<file path="src/rtl/dot_product_sequencer.sv">
// Sequencer in front of the FP32 MAC: streams operand pairs, drains, captures and returns the sum.
// Optional build macro DOT_RELU_EN clamps negative results (including -0.0) to +0.0.
module dot_product_sequencer #(
  parameter int unsigned LEN_WIDTH  = 16,
  parameter int unsigned DATA_WIDTH = 32
) (
  input  logic                  Clk,
  input  logic                  Rst,
  input  logic                  Start,
  input  logic [LEN_WIDTH-1:0]  Length,
  output logic                  Busy,
  input  logic                  In_Valid,
  output logic                  In_Ready,
  input  logic [DATA_WIDTH-1:0] In_A,
  input  logic [DATA_WIDTH-1:0] In_B,
  output logic                  Mac_Enable,
  output logic [DATA_WIDTH-1:0] Mac_In1,
  output logic [DATA_WIDTH-1:0] Mac_In2,
  input  logic [DATA_WIDTH-1:0] Mac_Out,
  output logic                  Res_Valid,
  input  logic                  Res_Ready,
  output logic [DATA_WIDTH-1:0] Res_Data
);

  typedef enum logic [2:0] {
    StIdle,
    StAccum,
    StDrain,
    StCapture,
    StDone
  } state_e;

  state_e                state_q, state_d;
  logic [LEN_WIDTH-1:0]  cnt_q, cnt_d;
  logic                  mac_en_q, mac_en_d;
  logic [DATA_WIDTH-1:0] in1_q, in1_d;
  logic [DATA_WIDTH-1:0] in2_q, in2_d;
  logic                  res_valid_q, res_valid_d;
  logic [DATA_WIDTH-1:0] res_data_q, res_data_d;
  logic                  in_ready;

  always_ff @(posedge Clk) begin
    if (Rst) begin
      state_q     <= StIdle;
      cnt_q       <= '0;
      mac_en_q    <= 1'b0;
      in1_q       <= '0;
      in2_q       <= '0;
      res_valid_q <= 1'b0;
      res_data_q  <= '0;
    end else begin
      state_q     <= state_d;
      cnt_q       <= cnt_d;
      mac_en_q    <= mac_en_d;
      in1_q       <= in1_d;
      in2_q       <= in2_d;
      res_valid_q <= res_valid_d;
      res_data_q  <= res_data_d;
    end
  end

  // MAC inputs default to zero so bubbles and the drain cycle add +0.0.
  always_comb begin
    state_d     = state_q;
    cnt_d       = cnt_q;
    mac_en_d    = 1'b0;
    in1_d       = '0;
    in2_d       = '0;
    res_valid_d = res_valid_q;
    res_data_d  = res_data_q;
    in_ready    = 1'b0;
    unique case (state_q)
      StIdle: begin
        if (Start) begin
          if (Length != '0) begin
            cnt_d   = Length;
            state_d = StAccum;
          end else begin
            res_data_d  = '0;
            res_valid_d = 1'b1;
            state_d     = StDone;
          end
        end
      end
      StAccum: begin
        in_ready = 1'b1;
        mac_en_d = 1'b1;
        if (In_Valid) begin
          in1_d = In_A;
          in2_d = In_B;
          cnt_d = cnt_q - 1'b1;
          if (cnt_q == LEN_WIDTH'(1)) state_d = StDrain;
        end
      end
      StDrain: begin
        // Keep the MAC enabled one more edge so it folds in the last pair.
        mac_en_d = 1'b1;
        state_d  = StCapture;
      end
      StCapture: begin
`ifdef DOT_RELU_EN
        res_data_d = Mac_Out[DATA_WIDTH-1] ? '0 : Mac_Out;
`else
        res_data_d = Mac_Out;
`endif
        res_valid_d = 1'b1;
        state_d     = StDone;
      end
      StDone: begin
        if (Res_Ready) begin
          res_valid_d = 1'b0;
          state_d     = StIdle;
        end
      end
      default: state_d = StIdle;
    endcase
  end

  assign Busy       = (state_q != StIdle);
  assign In_Ready   = in_ready;
  assign Mac_Enable = mac_en_q;
  assign Mac_In1    = in1_q;
  assign Mac_In2    = in2_q;
  assign Res_Valid  = res_valid_q;
  assign Res_Data   = res_data_q;

endmodule

</file>
<file path="config.mk">
export PLATFORM = sky130hd
export DESIGN_NAME = dot_product_sequencer
export DESIGN_NICKNAME = d
export VERILOG_FILES = /design/src/rtl/dot_product_sequencer.sv
export SDC_FILE = /design/constraint.sdc
export NUM_CORES = 1
export LEC_CHECK = 0
export BUFFER_PORTS_ARGS = -buffer_cell sky130_fd_sc_hd__buf_4
export CAP_MARGIN = 20
export CORE_ASPECT_RATIO = 2
export CORE_MARGIN = 3
export CORE_UTILIZATION = 40
export DETAILED_ROUTE_END_ITERATION = 6
export GPL_ROUTABILITY_DRIVEN = 0
export PLACE_DENSITY = 0.76
export SKIP_CTS_REPAIR_TIMING = 1
export SLEW_MARGIN = 40
export SYNTH_ARGS = -nofsm -noshare
export SYNTH_HDL_FRONTEND = slang
export SYNTH_SLANG_ARGS = --single-unit
</file>
<file path="constraint.sdc">
create_clock -name Clk -period 1.9 [get_ports Clk]
set_input_delay 0.19 -clock Clk [delete_from_list [all_inputs] [get_ports Clk]]
set_output_delay 0.19 -clock Clk [all_outputs]
set_load 0.1 [all_outputs]
</file>
==> results of run 1 <==
==> stage by stage <==
stage | hold WS [ns] | utilization (%) | instances | power (mW) | setup TNS (ns)
final | 0.00767 | 73.8 | 854 | 7.58 | 0
after global routing | 0.00537 | 73.8 | 854 | 7.82 | 0
after CTS | -0.0273 | 67.6 | 796 | 7.46 | -0.0138
after detailed placement | 0.394 | 61.0 | 764 | 3.94 | 0
after global placement | 0.391 | 61.0 | 764 | 3.91 | 0
after floorplan | 0.306 | - | 418 | 3.43 | 0
==> cell usage in the layout, fill, tap and decap left out, drive strengths merged, types with 5 or more instances in the layout <==
master and n:
and2 64, clkinv 6, o21ai 15, nor3 9, inv 5, buf 241
a21oi 20, bufinv 5, nor2 39, nand2b 5, nor4 8, o31a 5
clkbuf 18, a22oi 32, dlygate4sd3 58, nand2 30, dfxtp 117
==> power by group through the flow <==
stage	Clock, mW	Sequential [mW]	Combinational, mW
6_report	3.54	2.61	1.43
5_1_grt	3.69	2.62	1.51
4_1_cts	3.57	2.60	1.29
3_5_place_dp	0	2.66	1.29
3_3_place_gp	0	2.65	1.26
2_1_floorplan	0	3.00	0.432
==> registers in the layout, summed over array words and instances, names as in the netlist <==
signal	count
cnt_q	16
Res_Data	32
Mac_In1	32
Mac_In2	32
Res_Valid	1
Mac_Enable	1
state_q	3
==> layer usage <==
| metal | share of wire [%] | wire [um] | vias to the layer above | global-route usage (%) |
|---|---|---|---|---|
| met4 | 4.5 | 705 | 0 | 15.0 |
| met2 | 56 | 8840 | 242 | 46.0 |
| li1 | - | - | 2042 | - |
| met1 | 32 | 5060 | 2092 | 19.4 |
| met3 | 7.2 | 1140 | 56 | 8.77 |
| met5 | 0 | 0 | - | 0 |
==> worst reg2reg max path, delay by kind of cell (launching register included) <==
family	cells	cell delay, ns
simple gates	3	0.64
flops	1	0.31
compound gates	2	0.22
buf+inv	3	0.53
==> cells in the mapped netlist, drive strengths merged (2+ instances only) <==
cell,instances
a21oi,20
a22oi,32
and2,64
buf,4
clkbuf,23
dfxtp,117
ha,2
inv,2
nand2,30
nand2b,5
nand4,3
nor2,39
nor2b,3
nor3,9
nor4,8
nor4b,2
o211ai,3
o21a,3
o21ai,15
o311ai,2
o31a,5
o31ai,2
o32ai,3
o41ai,2
or3,3
==> kinds of logic (layout without fill, tap and decap cells) <==
logic type,after synthesis,after routing
AND/OR/NAND/NOR,174,174
flip-flops,117,117
AO/OA/AOI/OAI,93,93
buffers and inverters,30,334
adder cells (fa/ha/maj),2,2
XOR/XNOR,1,1
multiplexers,1,1
==> final cells by class <==
| class | count | area (sq um) |
|---|---|---|
| well taps | 132 | 165 |
| inverters | 3 | 23.8 |
| clock buffers | 18 | 429 |
| multi-input cells | 271 | 1680 |
| fillers | 663 | 2590 |
| flip-flops and latches | 117 | 2340 |
| clock inverters | 14 | 224 |
| repair buffers | 299 | 2440 |
==> worst max-delay path by stage <==
| stage | end | cells past startpoint |
|---|---|---|
| floorplan | cnt_q[11]$_SDFFE_PP0P_ | 8 |
| global placement | cnt_q[11]$_SDFFE_PP0P_ | 6 |
| detailed placement | cnt_q[11]$_SDFFE_PP0P_ | 6 |
| CTS | In_Ready | 4 |
| global route | cnt_q[10]$_SDFFE_PP0P_ | 8 |
| finish | In_Ready | 4 |
==> results.md, run 1 <==
- Post-synthesis mux area share: 0.243%
- Sw frac: 28.0%
- Slew headroom: 67.5%
- CP most frequent cell: buf_4
- Crit path kind: flip-flop to output pin
- Synth warn: 0
- Worst Reg-to-Reg Cells: 8
- Clock sinks: 117
- Crit path DAT: 1.65 ns
- Leakage power: 3.33 nW
- # port buffers: 216
- Wirelength per Cell: 18.4 um
- Hold Path End: Mac_In2[6]$_SDFF_PP0_
- Area share of the largest cell type after synthesis: 57.0%
- Clk root buf: clkbuf_16
- Startpoint types: flip-flop
- RSZ-0062 raised after global routing: false
- Slew @ Worst Pin: 0.483 ns
- Die width: 77.7 um
- Endpoints failing hold: 0
- Drt first pass iters: 6
- Initial Util: 41.6%
- CP max FO: 6
- H-tree depth: 4
- Cell area power density: 1040 mW/mm^2
- Worst Skew: 0.00833 ns
- Period Utilization, post-route: 96.9%
- Synth Net Count: 537
- Post-route cell area: 0.00730 sq mm
- Synth top area cells: dfxtp_1 57%, and2_1 9.7%, a22oi_1 5.8%
- Adder-Cell Fraction of Synth Area: 0.608%
- Gate power share: 18.9%
- Register bit count reported by yosys: 117
- Total CTS buffers: 17
- Post-Synth Simple-Gate Area: 22.8%
- Vias in the first global route: 4571
- CP bufs+invs: 3
- # IOs: 217
- Worst slack at placement: 0.00537 ns
- Outcome: completed
- HP Start: In_B[6]
- Synthesized cell area: 0.00411 sq mm
- First-pass GRT wire length: 21300 um
- Via count: 4432
- Die area: 0.0116 sq mm
- Tmin final: 1.84 ns
- Peak Freq: 543 MHz
- Psw: 2.12 mW
- DR iter-0 viols: 281
- Final Net Count: 828
- Die height: 149 um
- Cells after synthesis: 418
- Final number of max-transition violations: 0
- Clock power frac: 46.6%
- Critical register-to-register path startpoint: state_q[0]$_SDFFE_PP0P_
- Final setup vio count: 0
- Max-cap violations: 0
- Hold Path Class: primary input to flip-flop
- Critical Path Max Stage Delay: 0.44 ns
- R2R Setup Slk: 0.12 ns
- Critical path cell sequence: or3b_4 -> clkinv_8 -> buf_4 -> buf_4
- XOR/XNOR Fraction of Synth Area: 0.213%
- Top_reg_cell synth: dfxtp_1
- Crit. Startpoint: state_q[2]$_SDFFE_PP0P_
- GRT Total Usage: 23.9%
- CTS tree: yes
- Post-synth EDFFs: 0
- Site Rows: 51
- Biggest area consumer among synthesized cells: dfxtp_1
- Async SR Flop Fraction: 0%
- Core ar.: 0.00989 sq mm
- Number of diodes: 0
- Initial antenna violation count: 0
- Clk_lat worst skew: 0.40 ns
- DRC violations left: 0
- Share of cells above drive strength 1: 39.6%
- Unique masters post-synth: 46
- CTS Buffer Depth: 2
- Detail Route Antenna Nets: 0
- Largest family of logic cells by synthesized area: simple AND/OR/NAND/NOR gates
- Critical Path RT: 1.71 ns
- Flop pwr share: 34.5%
- Largest net degree at the start of global routing: 39
- R2r endpoint: cnt_q[10]$_SDFFE_PP0P_
- Clock transition at path regs: 0.06 ns
- Drt total wl: 15700 um
- Setup WS post-layout: 0.0582 ns
- Post-DP HPWL: 10400 um
- Via density: 5.19
- Setup crit end kind: output pin
- Avg Inst Size Synth: 9.84 sq um
- Dpl cell area: 0.00603 sq mm
- Critical path's top delay family: buffers and inverters
- Compound-gate portion of the synthesized area: 15.7%
- Total grt overflow: 0
- Critical path's slowest cell: or3b_4
- Int Pwr: 5.46 mW
- Hold Path Depth: 2
- Area Overhead vs Synth: 77.5%
- Max VDD drop: 0.000795 V
- Register area share after synthesis: 57.0%
(Power assumes the default switching activity.)
==> run 2, diff against run 1 <==
==> constraint.sdc (replaced) <==
create_clock -name Clk -period 1.9 [get_ports Clk]
set_input_delay 0.38 -clock Clk [delete_from_list [all_inputs] [get_ports Clk]]
set_output_delay 0.38 -clock Clk [all_outputs]
set_load 0.1 [all_outputs]
==> run 2 against run 1 <==
Against the previous run: setup slack got worse by 0.00094 ns; hold slack better by 0.17 ns; clock skew up 0.00079 ns; clock power down 10%; via count decreased by 10%; cell count down 6.9%; critical path type unchanged.
==> results.md, run 2 (synthesized netlist as in run 1, its figures left out) <==
- Critical register-to-register path startpoint: cnt_q[1]$_SDFFE_PP0P_
- CP max FO: 7
- Initial antenna violation count: 0
- Crit path kind: flip-flop to output pin
- Clock sinks: 117
- Die height: 149 um
- Period Utilization, post-route: 97.0%
- Total grt overflow: 0
- Post-DP HPWL: 9690 um
- Clk root buf: clkbuf_16
- CTS Buffer Depth: 2
- Slew @ Worst Pin: 0.421 ns
- Leakage power: 3.06 nW
- TNS Setup: 0 ns
- CTS tree: yes
- HP Start: In_A[24]
- Largest net degree at the start of global routing: 65
- Share of cells above drive strength 1: 42.7%
- Tmin final: 1.84 ns
- # port buffers: 216
- Slew headroom: 71.5%
- Hold Path Class: primary input to flip-flop
- RSZ-0062 raised after global routing: false
- Crit. Startpoint: state_q[0]$_SDFFE_PP0P_
- Vias in the first global route: 4125
- Cell area power density: 1060 mW/mm^2
- Critical Path RT: 1.52 ns
- Commonest non-fill, non-tap cell in the layout: buf_4
- # IOs: 217
- Drt first pass iters: 4
- Final number of max-transition violations: 0
- Most frequent cells in the layout: 236 x buf_4, 117 x dfxtp_1, 64 x and2_1
- Final Util: 67.4%
- Area Overhead vs Synth: 62.1%
- Clk_lat worst skew: 0.40 ns
- Via count: 3985
- Peak Freq: 543 MHz
- Die width: 77.7 um
- Worst Skew: 0.00912 ns
- R2r endpoint: cnt_q[10]$_SDFFE_PP0P_
- Worst Reg-to-Reg Cells: 8
- Die area: 0.0116 sq mm
- Max VDD drop: 0.000786 V
- Fin cells: 795
- DR iter-0 viols: 187
- Wirelength per Cell: 16.2 um
- Hold Path End: Mac_In1[24]$_SDFF_PP0_
- Hold slack final: 0.176 ns
- DRC violations left: 0
- Drt total wl: 12900 um
- Core ar.: 0.00989 sq mm
- Placed insts: 765
- Crit path DAT: 1.46 ns
- Max-cap violations: 0
- Hold Path Depth: 2
- Via density: 5.01
- Final setup vio count: 0
- Clock transition at path regs: 0.05 ns
- First-pass GRT wire length: 19800 um
- R2R Setup Slk: 0.10 ns
- Final Net Count: 771
- Outcome: completed
- H-tree depth: 4
- Initial Util: 41.6%
- Setup crit end kind: output pin
- Number of diodes: 0
- Startpoint types: flip-flop
- Endpoints failing hold: 0
- GRT Total Usage: 22.1%
- Total CTS buffers: 17
- Site Rows: 51
- Detail Route Antenna Nets: 0
[run 2: metrics by stage]
stage	power, mW	worst slack, ns	area [sq um]
after floorplan	3.43	0.0318	4110
after global placement	3.89	0.0339	6030
after detailed placement	3.92	-0.0228	6030
after CTS	7.11	-0.118	6620
after global routing	7.36	0.00879	6670
final	7.09	0.0573	6670
[run 2: how the worst max path moves through the flow]
stage          cells after the start                      end
3_3_place_gp                       8    cnt_q[2]$_SDFFE_PP0P_
5_1_grt                            5  state_q[1]$_SDFFE_PP0P_
6_report                           3                 In_Ready
4_1_cts                            8   cnt_q[10]$_SDFFE_PP0P_
2_1_floorplan                      8   cnt_q[11]$_SDFFE_PP0P_
3_5_place_dp                       9    cnt_q[0]$_SDFFE_PP0P_
[run 2: critical path, stage by stage, from the launching register on]
cell and delay (ns):
dfxtp_1 0.33, or3b_4 0.43, clkinv_8 0.10, buf_8 0.20
[run 2: per-layer routing]
layer	vias up	part of all wire, %	global-route usage (%)
li1	1921	-	-
met4	0	2.0	9.45
met1	1831	31	18.7
met2	213	58	43.2
met3	20	9.3	9.19
met5	-	0	0
[run 2: cell type report]
type                            instances  area [sq um]
Sequential cell                       117          2340
Multi-Input combinational cell        271          1670
Timing Repair Buffer                  242          1880
Inverter                                3          23.8
Fill cell                             762          3220
Tap cell                              132           165
Clock inverter                          9           129
Clock buffer                           21           460
[run 2: where the power goes]
group          switching [mW]  leakage (nW)  internal (mW)  total [mW]
clock                    1.06         0.285           2.11        3.17
sequential             0.0614         0.949           2.55        2.61
combinational           0.811          1.82          0.501        1.31
==> run 3, diff against run 2 <==
CELL_PAD_IN_SITES_DETAIL_PLACEMENT = 0   (was unset)
CELL_PAD_IN_SITES_GLOBAL_PLACEMENT = 1   (was unset)
CORE_UTILIZATION = 29   (was 40)
PLACE_DENSITY = 0.77   (was 0.76)
==> run 3 against run 2 <==
Against the previous run: sequential cell count stayed put; count of clock-buffer cells in the layout is 3 lower; final area is 2.5% higher; critical path depth stayed put; sequential power hardly changed; die area is 36% higher; core utilization is 18 points lower; global-route usage is 4.8 points lower; fmax is 0.45% lower; sequential share of layout area is 0.87 points lower; largest cell class unchanged; largest power group unchanged.
==> results.md, run 3 (synthesized netlist as in run 1, its figures left out) <==
- Via count: 4011
- Dpl cell area: 0.00615 sq mm
- CP max FO: 11
- Setup crit end kind: output pin
- Endpoints failing hold: 0
- Commonest non-fill, non-tap cell in the layout: buf_4
- Total Power: 7.32 mW
- Site Rows: 61
- GRT Total Usage: 17.3%
- Vias in the first global route: 4356
- CTS tree: yes
- Drt first pass iters: 4
- Setup WS post-layout: 0.0490 ns
- Die width: 90.2 um
- Die area: 0.0157 sq mm
- Area Overhead vs Synth: 66.2%
- Clk root buf: clkbuf_16
- Most frequent cells in the layout: 240 x buf_4, 117 x dfxtp_1, 64 x and2_1
- Worst Skew: 0.00671 ns
- Worst Reg-to-Reg Cells: 6
- Hold Path Class: primary input to flip-flop
- # port buffers: 216
- Final Net Count: 776
- Fillcell total: 1330
- Startpoint types: flip-flop
- Total grt overflow: 0
- Post-route cell area: 0.00684 sq mm
- Initial antenna violation count: 0
- First-pass GRT wire length: 21500 um
- Leakage power: 3.11 nW
- Period Utilization, post-route: 97.4%
- Crit path DAT: 1.47 ns
- DRC violations left: 0
- Detail Route Antenna Nets: 0
- Slew headroom: 71.9%
- Tmin final: 1.85 ns
- Final Util: 49.2%
- Hold slack final: 0.172 ns
- Hold Path Depth: 2
- Placed insts: 827
- Crit path kind: flip-flop to output pin
- H-tree depth: 4
- Final number of max-transition violations: 0
- Drt total wl: 13400 um
- Wirelength per Cell: 15.6 um
- Number of diodes: 0
- Peak Freq: 540 MHz
- Worst slack at placement: -0.123 ns
- Core ar.: 0.0139 sq mm
- CTS Buffer Depth: 2
- Cell area power density: 1070 mW/mm^2
- Fin cells: 859
- Final setup vio count: 0
- Total CTS buffers: 17
- Largest net degree at the start of global routing: 42
- TNS Setup: 0 ns
- Max VDD drop: 0.000619 V
- Clock transition at path regs: 0.06 ns
- Clk_lat worst skew: 0.40 ns
- Critical Path RT: 1.52 ns
- Clock sinks: 117
- Outcome: completed
- # IOs: 217
- Max-cap violations: 0
- Die height: 174 um
- Via density: 4.67
- Post-DP HPWL: 10500 um
- Slew @ Worst Pin: 0.417 ns
- Initial Util: 29.6%
- DR iter-0 viols: 136
- Share of cells above drive strength 1: 43.1%
## run 3: changes by cell type in the layout (fill, tap and decap cells not counted), sizes merged
cell	before	now
buf	242	247
clkbuf	21	18
clkinv	5	3
clkinvlp	2	1
inv	2	10
## run 3: metal layers
metal  routed length (um)  track usage (%)  vias up  part of all wire, %
met3                 1290             7.02       13                  9.6
met1                 4390             16.2     1876                   33
met2                 7510             33.2      187                   56
li1                     -                -     1935                    -
met5                    0                0        -                    0
met4                  200             5.88        0                  1.5
## run 3: layout make-up
| class | count | area (sq um) | area share, % |
|---|---|---|---|
| Sequential cell | 117 | 2340 | 34.3 |
| Timing Repair Buffer | 247 | 1930 | 28.3 |
| Multi-Input combinational cell | 271 | 1670 | 24.4 |
| Clock buffer | 18 | 439 | 6.43 |
| Tap cell | 189 | 236 | 3.46 |
| Clock inverter | 14 | 190 | 2.78 |
| Inverter | 3 | 23.8 | 0.348 |
## run 3: final timing paths
path | from | end | slack, ns
worst min register to register | cnt_q[12]$_SDFFE_PP0P_ | cnt_q[12]$_SDFFE_PP0P_ | 0.48
worst min-delay path | In_B[9] | Mac_In2[9]$_SDFF_PP0_ | 0.17
worst max-delay path | state_q[2]$_SDFFE_PP0P_ | Busy | 0.05
worst max register to register | state_q[0]$_SDFFE_PP0P_ | state_q[0]$_SDFFE_PP0P_ | 0.15
## run 3: critical path, cell delays in order, from the launching register on
cell and delay (ns):
dfxtp_1 0.31, buf_4 0.17, or3_4 0.40, buf_12 0.17
## run 3: power breakdown
part           internal (mW)  switching, mW  leakage [nW]  total [mW]
clock                   2.15           1.23         0.307        3.37
combinational          0.521          0.818          1.86        1.34
sequential              2.55         0.0607         0.949        2.61
total                   5.21           2.11          3.11        7.32
